<file path="src/rtl/dds_multi_ctrl.sv">
`default_nettype none
// ============================================================================
// dds_multi_ctrl : DDS phase accumulator with preset frequency-word stepping
//                  and an optional triangular sweep (macro DDS_MULTI_SWEEP_EN).
// Rev 1.0
// ============================================================================
module dds_multi_ctrl #(
   parameter int               ACC_W      = 32,
   parameter int               ADDR_W     = 12,
   parameter int               N_PRESET   = 5,
   parameter logic [ACC_W-1:0] FW0        = 8590,
   parameter logic [ACC_W-1:0] FW1        = 25770,
   parameter logic [ACC_W-1:0] FW2        = 85899,
   parameter logic [ACC_W-1:0] FW3        = 257698,
   parameter logic [ACC_W-1:0] FW4        = 858993,
   parameter logic [ACC_W-1:0] FW5        = 0,
   parameter logic [ACC_W-1:0] FW6        = 0,
   parameter logic [ACC_W-1:0] FW7        = 0,
   parameter logic [ACC_W-1:0] SWEEP_STEP = 4295,
   parameter int               SWEEP_DIV  = 50000
) (
   input  logic              sys_clk,
   input  logic              rst_n,
   input  logic              freq_flag,
   input  logic              mode_flag,
   input  logic              out_en,
   input  logic [ADDR_W-1:0] pword_in,
   output logic [ADDR_W-1:0] phase_addr,
   output logic [ACC_W-1:0]  fword,
   output logic [2:0]        preset_idx,
   output logic              mode,
   output logic              phase_wrap
);

   localparam logic [2:0] c_LAST_IDX = 3'(N_PRESET - 1);

   if (ADDR_W > ACC_W || N_PRESET < 1 || N_PRESET > 8 || SWEEP_DIV < 1 || SWEEP_STEP == '0) begin : g_bad_params
      $error("dds_multi_ctrl: illegal parameter set");
   end

   function automatic logic [ACC_W-1:0] f_fw(input logic [2:0] idx);
      case (idx)
         3'd0:    f_fw = FW0;
         3'd1:    f_fw = FW1;
         3'd2:    f_fw = FW2;
         3'd3:    f_fw = FW3;
         3'd4:    f_fw = FW4;
         3'd5:    f_fw = FW5;
         3'd6:    f_fw = FW6;
         default: f_fw = FW7;
      endcase
   endfunction

   logic [ACC_W-1:0]  r_acc;
   logic [ADDR_W-1:0] r_phase_addr;
   logic              r_wrap;
   logic [ACC_W-1:0]  r_fword;
   logic [2:0]        r_idx;
   logic [ACC_W:0]    w_acc_sum;
   logic [2:0]        w_next_idx;

   assign w_acc_sum  = {1'b0, r_acc} + {1'b0, r_fword};
   assign w_next_idx = (r_idx == c_LAST_IDX) ? 3'd0 : r_idx + 3'd1;

   // phase_addr follows the (held) accumulator every cycle, so a new pword_in
   // still reaches the ROM address while the accumulator is stopped.
   always_ff @(posedge sys_clk or negedge rst_n) begin
      if (!rst_n) begin
         r_acc        <= '0;
         r_phase_addr <= '0;
         r_wrap       <= 1'b0;
      end else begin
         r_phase_addr <= r_acc[ACC_W-1 -: ADDR_W] + pword_in;
         if (out_en) begin
            r_acc  <= w_acc_sum[ACC_W-1:0];
            r_wrap <= w_acc_sum[ACC_W];
         end else begin
            r_wrap <= 1'b0;
         end
      end
   end

`ifdef DDS_MULTI_SWEEP_EN
   typedef enum logic [0:0] {S_FIXED = 1'b0, S_SWEEP = 1'b1} mode_t;

   localparam logic [ACC_W-1:0] c_FW_MAX   = f_fw(c_LAST_IDX);
   localparam int               c_DIV_W    = (SWEEP_DIV > 1) ? $clog2(SWEEP_DIV) : 1;
   localparam logic [c_DIV_W-1:0] c_DIV_LAST = c_DIV_W'(SWEEP_DIV - 1);

   mode_t            r_mode;
   logic             r_dir_dn;
   logic [c_DIV_W-1:0] r_div;
   logic [ACC_W:0]   w_up_sum;
   logic [ACC_W:0]   w_dn_lim;
   logic             w_up_sat;
   logic             w_dn_sat;

   // Saturation is decided on ACC_W+1 bits so neither direction can wrap.
   assign w_up_sum = {1'b0, r_fword} + {1'b0, SWEEP_STEP};
   assign w_dn_lim = {1'b0, FW0} + {1'b0, SWEEP_STEP};
   assign w_up_sat = (w_up_sum >= {1'b0, c_FW_MAX});
   assign w_dn_sat = ({1'b0, r_fword} <= w_dn_lim);

   always_ff @(posedge sys_clk or negedge rst_n) begin
      if (!rst_n) begin
         r_mode   <= S_FIXED;
         r_dir_dn <= 1'b0;
         r_div    <= '0;
         r_idx    <= '0;
         r_fword  <= FW0;
      end else if (mode_flag) begin
         if (r_mode == S_FIXED) begin
            r_mode   <= S_SWEEP;
            r_fword  <= FW0;
            r_dir_dn <= 1'b0;
            r_div    <= '0;
         end else begin
            r_mode  <= S_FIXED;
            r_fword <= f_fw(r_idx);
         end
      end else if (r_mode == S_FIXED) begin
         if (freq_flag) r_idx <= w_next_idx;
         r_fword <= f_fw(r_idx);
      end else if (r_div == c_DIV_LAST) begin
         r_div <= '0;
         if (!r_dir_dn) begin
            if (w_up_sat) begin
               r_fword  <= c_FW_MAX;
               r_dir_dn <= 1'b1;
            end else begin
               r_fword <= w_up_sum[ACC_W-1:0];
            end
         end else begin
            if (w_dn_sat) begin
               r_fword  <= FW0;
               r_dir_dn <= 1'b0;
            end else begin
               r_fword <= r_fword - SWEEP_STEP;
            end
         end
      end else begin
         r_div <= r_div + c_DIV_W'(1);
      end
   end

   assign mode = (r_mode == S_SWEEP);
`else
   logic w_unused_mode;

   assign w_unused_mode = mode_flag;

   always_ff @(posedge sys_clk or negedge rst_n) begin
      if (!rst_n) begin
         r_idx   <= '0;
         r_fword <= FW0;
      end else begin
         if (freq_flag) r_idx <= w_next_idx;
         r_fword <= f_fw(r_idx);
      end
   end

   assign mode = 1'b0;
`endif

   assign phase_addr = r_phase_addr;
   assign phase_wrap = r_wrap;
   assign fword      = r_fword;
   assign preset_idx = r_idx;

endmodule
`default_nettype wire

</file>
<file path="config.mk">
export PLATFORM = sky130hd
export DESIGN_NAME = dds_multi_ctrl
export DESIGN_NICKNAME = d
export VERILOG_FILES = /design/src/rtl/dds_multi_ctrl.sv
export SDC_FILE = /design/constraint.sdc
export NUM_CORES = 1
export LEC_CHECK = 0
export CAP_MARGIN = 25
export CORE_MARGIN = 3
export CORE_UTILIZATION = 53
export DETAILED_ROUTE_END_ITERATION = 10
export GPL_TIMING_DRIVEN = 0
export PLACE_DENSITY = 0.79
export SLEW_MARGIN = 30
export SYNTH_ARGS = -nofsm -noshare
export SYNTH_HDL_FRONTEND = slang
export SYNTH_SLANG_ARGS = --single-unit
</file>
<file path="constraint.sdc">
create_clock -name sys_clk -period 3.07 [get_ports sys_clk]
set_input_delay 0.614 -clock sys_clk [delete_from_list [all_inputs] [get_ports sys_clk]]
set_output_delay 0.614 -clock sys_clk [all_outputs]
set_load 0.02 [all_outputs]
</file>
==> impl_metrics.env <==
export IMPL_place_area_mm2=0.00441
export IMPL_library_cell_occupying_the_most_area_in_the_post_synthesis_netlist="sky130_fd_sc_hd__dfrtp_1"
export IMPL_timing_worst_slew_pin_value_ns=0.598
export IMPL_cts_sinks=59
export IMPL_die_x_extent_um=89.8
export IMPL_r2r_worst_path_cells=9
export IMPL_final_max_slew_violation_count=0
export IMPL_postSynth_asyncResetShare_pct=100
export IMPL_numPlacedInstances=522
export IMPL_floorplan_die_height_um=89.8
export IMPL_critPathMaxStageDelay_ns=0.41
export IMPL_power_internal_uw=2900
export IMPL_synthMostInstantiatedCell="sky130_fd_sc_hd__dfrtp_1"
export IMPL_syn_mean_instance_area_um2=10.2
export IMPL_combinational_family_with_the_most_area_after_synthesis="compound AO/OA/AOI/OAI gates"
export IMPL_yosys_top_cells_area="sky130_fd_sc_hd__dfrtp_1 (36%), sky130_fd_sc_hd__ha_1 (12%), sky130_fd_sc_hd__xnor2_1 (7.1%), sky130_fd_sc_hd__buf_4 (4.4%), sky130_fd_sc_hd__mux2_2 (3.9%)"
export IMPL_cap_viol_max_count=0
export IMPL_setup_tns_final_ns=0
export IMPL_ios=66
export IMPL_sw_frac_of_total_pct=42.7
export IMPL_core_area_mm2=0.00657
export IMPL_rr_startpoint="fword[0]"
export IMPL_synth_compound_area_share_pct=17.4
export IMPL_highest_clock_frequency_the_design_can_meet_mhz=350
export IMPL_grt_total_usage_pct=20.2
export IMPL_postCtsResizedCells=0
export IMPL_simple_logic_cell_fraction_of_the_synthesized_area_pct=9.84
export IMPL_clock_insertion_delay_worst_skew_ns=0.34
export IMPL_ctsRootBufferMaster="sky130_fd_sc_hd__clkbuf_8"
export IMPL_stdcell_area_mm2=0.00460
export IMPL_cts_buffer_depth=2
export IMPL_hold_violations=0
export IMPL_cts_hold_buffers_added=0
export IMPL_clk_transition_reported_paths_ns=0.07
export IMPL_grt_start_max_net_pins=44
export IMPL_post_layout_nonfiller_instances=538
export IMPL_setup_viol_count_final=0
export IMPL_grt_setup_unrepaired="false"
export IMPL_reg2reg_setup_slack_ns=0.27
export IMPL_syn_inst=365
export IMPL_cts_htree_levels=3
export IMPL_warnings_from_yosys=0
export IMPL_drt_iter0_markers=155
export IMPL_top_cells_by_count_synth="sky130_fd_sc_hd__dfrtp_1 (54), sky130_fd_sc_hd__ha_1 (36), sky130_fd_sc_hd__xnor2_1 (30), sky130_fd_sc_hd__a21oi_1 (28), sky130_fd_sc_hd__nor2_1 (24)"
export IMPL_synth_edff_count=0
export IMPL_critical_path_slowest_cell="sky130_fd_sc_hd__clkdlybuf4s50_1"
export IMPL_num_vias=2885
export IMPL_pwr_share_comb_pct=60.8
export IMPL_worst_ir_drop_vdd_mv=0.546
export IMPL_ys_seq_area_share_pct=39.8
export IMPL_period_utilization_pct=93.0
export IMPL_clock_skew_ns=0.00888
export IMPL_timing_setup_critical_path_class="in2reg"
export IMPL_grt_overflow_total=0
export IMPL_worst_r2r_endpoint="r_acc[20]"
export IMPL_worstPathArrival_ns=3.11
export IMPL_yosysUniqueCellTypes=49
export IMPL_critical_path_required_time_ns=3.33
export IMPL_synth_top_area_share_pct=36.3
export IMPL_gp_routability_congestion=0.889
export IMPL_antenna_cells_inserted=0
export IMPL_synth_area_mm2=0.00372
export IMPL_layout_min_cycle_time_ns=2.85
export IMPL_pwr_share_seq_pct=26.0
export IMPL_tritoncts="done"
export IMPL_power_density_mw_per_mm2=1100
export IMPL_die_area_mm2=0.00807
export IMPL_crit_fanout=3
export IMPL_numPortBuffers=51
export IMPL_wl_per_cell_um=14.4
export IMPL_rows=29
export IMPL_dr_pass1_iters=4
export IMPL_dp_hpwl_um=5810
export IMPL_worst_setup_path_start_kind="input port"
export IMPL_layout_area_overhead_vs_synth_pct=23.5
export IMPL_status="finished, final reports clean"
export IMPL_route_detailed_vias_per_inst=5.36
export IMPL_inserted_clock_buffers=9
export IMPL_hold_class="in2async"
export IMPL_detail_route_antenna_nets=0
export IMPL_synth_adder_area_share_pct=13.2
export IMPL_synth_seq_cells=59
export IMPL_detail_route_wirelength_um=7720
export IMPL_fin_nets=495
export IMPL_synth_ff_type="sky130_fd_sc_hd__dfrtp_1"
export IMPL_synth_xor_area_share_pct=8.94
export IMPL_crit_path_cell_trace="clkdlybuf4s50_1 -> ha_1 -> fa_1 -> a21o_1 -> a21oi_1 -> o21ai_0 -> nor4_1 -> o41ai_1 -> a21oi_1 -> xnor2_1"
export IMPL_clockPowerShare_pct=13.2
export IMPL_crit_path_frequent_cell="sky130_fd_sc_hd__a21oi_1"
export IMPL_start_util_pct=56.7
export IMPL_post_cts_setup_buffers=0
export IMPL_post_synth_mux_area_share_pct=4.20
export IMPL_antenna_violations_before_repair=0
export IMPL_first_pass_grt_wire_length_um=13500
export IMPL_net_switching_power_uw=2170
export IMPL_vias_in_the_first_global_route=2892
export IMPL_leakage_uw=0.00209
export IMPL_post_route_drc_count=0
export IMPL_share_of_layout_cells_above_drive_strength_1_pct=14.2
export IMPL_timing_max_slew_rel_slack_pct=60.1
export IMPL_timing_critical_path_to_type="flop"
-- layout by cell type, fill, tap and decap left out, types with 12 or more instances in the layout --
master	n
sky130_fd_sc_hd__dfrtp_1	54
sky130_fd_sc_hd__clkdlybuf4s50_1	50
sky130_fd_sc_hd__ha_1	36
sky130_fd_sc_hd__xnor2_1	30
sky130_fd_sc_hd__a21oi_1	28
sky130_fd_sc_hd__nor2_1	24
sky130_fd_sc_hd__buf_4	23
sky130_fd_sc_hd__o21ai_0	20
sky130_fd_sc_hd__inv_1	15
sky130_fd_sc_hd__mux2_2	13
sky130_fd_sc_hd__conb_1	13
sky130_fd_sc_hd__nand2_1	12
-- power groups by stage --
stage	registers [µW]	clock network, µW	logic (µW)
after global placement	1320	0	2960
after CTS	1320	694	3070
after global routing	1350	736	3410
final	1320	669	3080
after floorplan	1420	0	2120
after detailed placement	1330	0	3050
-- state kept, by name (all words and copies together) (netlist names) --
name	flops
phase_addr	12
r_acc	32
phase_wrap	1
preset_idx	3
fword	11
-- worst max-delay path: cells and delay by family --
family | cells | cell delay (ns)
XOR/XNOR | 1 | 0.15
adder cells (fa/ha/maj) | 2 | 0.66
buffers and inverters | 1 | 0.41
AND/OR/NAND/NOR | 1 | 0.34
AO/OA/AOI/OAI | 5 | 0.94
-- metal layers --
layer	vias up	global-route usage [%]	part of all wire [%]
li1	1427	-	-
met1	1377	26.3	45
met2	75	33.2	49
met4	0	5.24	0.91
met3	6	5.84	5.3
met5	-	0	0
-- stage by stage --
step / util (%) / setup WS [ns] / power [µW] / hold slack, ns
2_1_floorplan: - / 0.552 / 3540 / 0.318
3_3_place_gp: 66.9 / -0.530 / 4270 / 0.488
3_5_place_dp: 67.2 / -0.113 / 4380 / 0.490
4_1_cts: 70.1 / 0.238 / 5090 / 0.134
5_1_grt: 70.1 / 0.0366 / 5500 / 0.134
6_report: 70.1 / 0.215 / 5070 / 0.144
-- worst max path at each step --
stage,start,end,slack (ns),depth (start not counted)
floorplan,fword[0],r_acc[24],0.55,9
global placement,rst_n,preset_idx[0],-0.53,1
detailed placement,pword_in[0],phase_addr[10],-0.11,10
CTS,pword_in[0],phase_addr[10],0.24,10
global route,pword_in[0],phase_addr[10],0.04,10
finish,pword_in[0],phase_addr[10],0.22,10
-- layout make-up --
| type | instances | area, µm² |
|---|---|---|
| Tap cell | 93 | 116 |
| Multi-Input combinational cell | 275 | 2040 |
| Timing Repair Buffer | 52 | 528 |
| Sequential cell | 59 | 1480 |
| Inverter | 15 | 56.3 |
| Fill cell | 513 | 1970 |
| Clock buffer | 11 | 131 |
| Buffer | 28 | 188 |
| Clock inverter | 5 | 55.1 |
-- cells by family (layout without fill, tap and decap cells) --
family          after synthesis  in the layout
mux                          14             14
fa+ha+maj                    38             38
simple gates                 76             76
buf+inv                      43            111
xor+xnor                     38             38
other cells                   1             13
compound gates               96             96
flops                        59             59
Power figures use the tool's default switching activity.
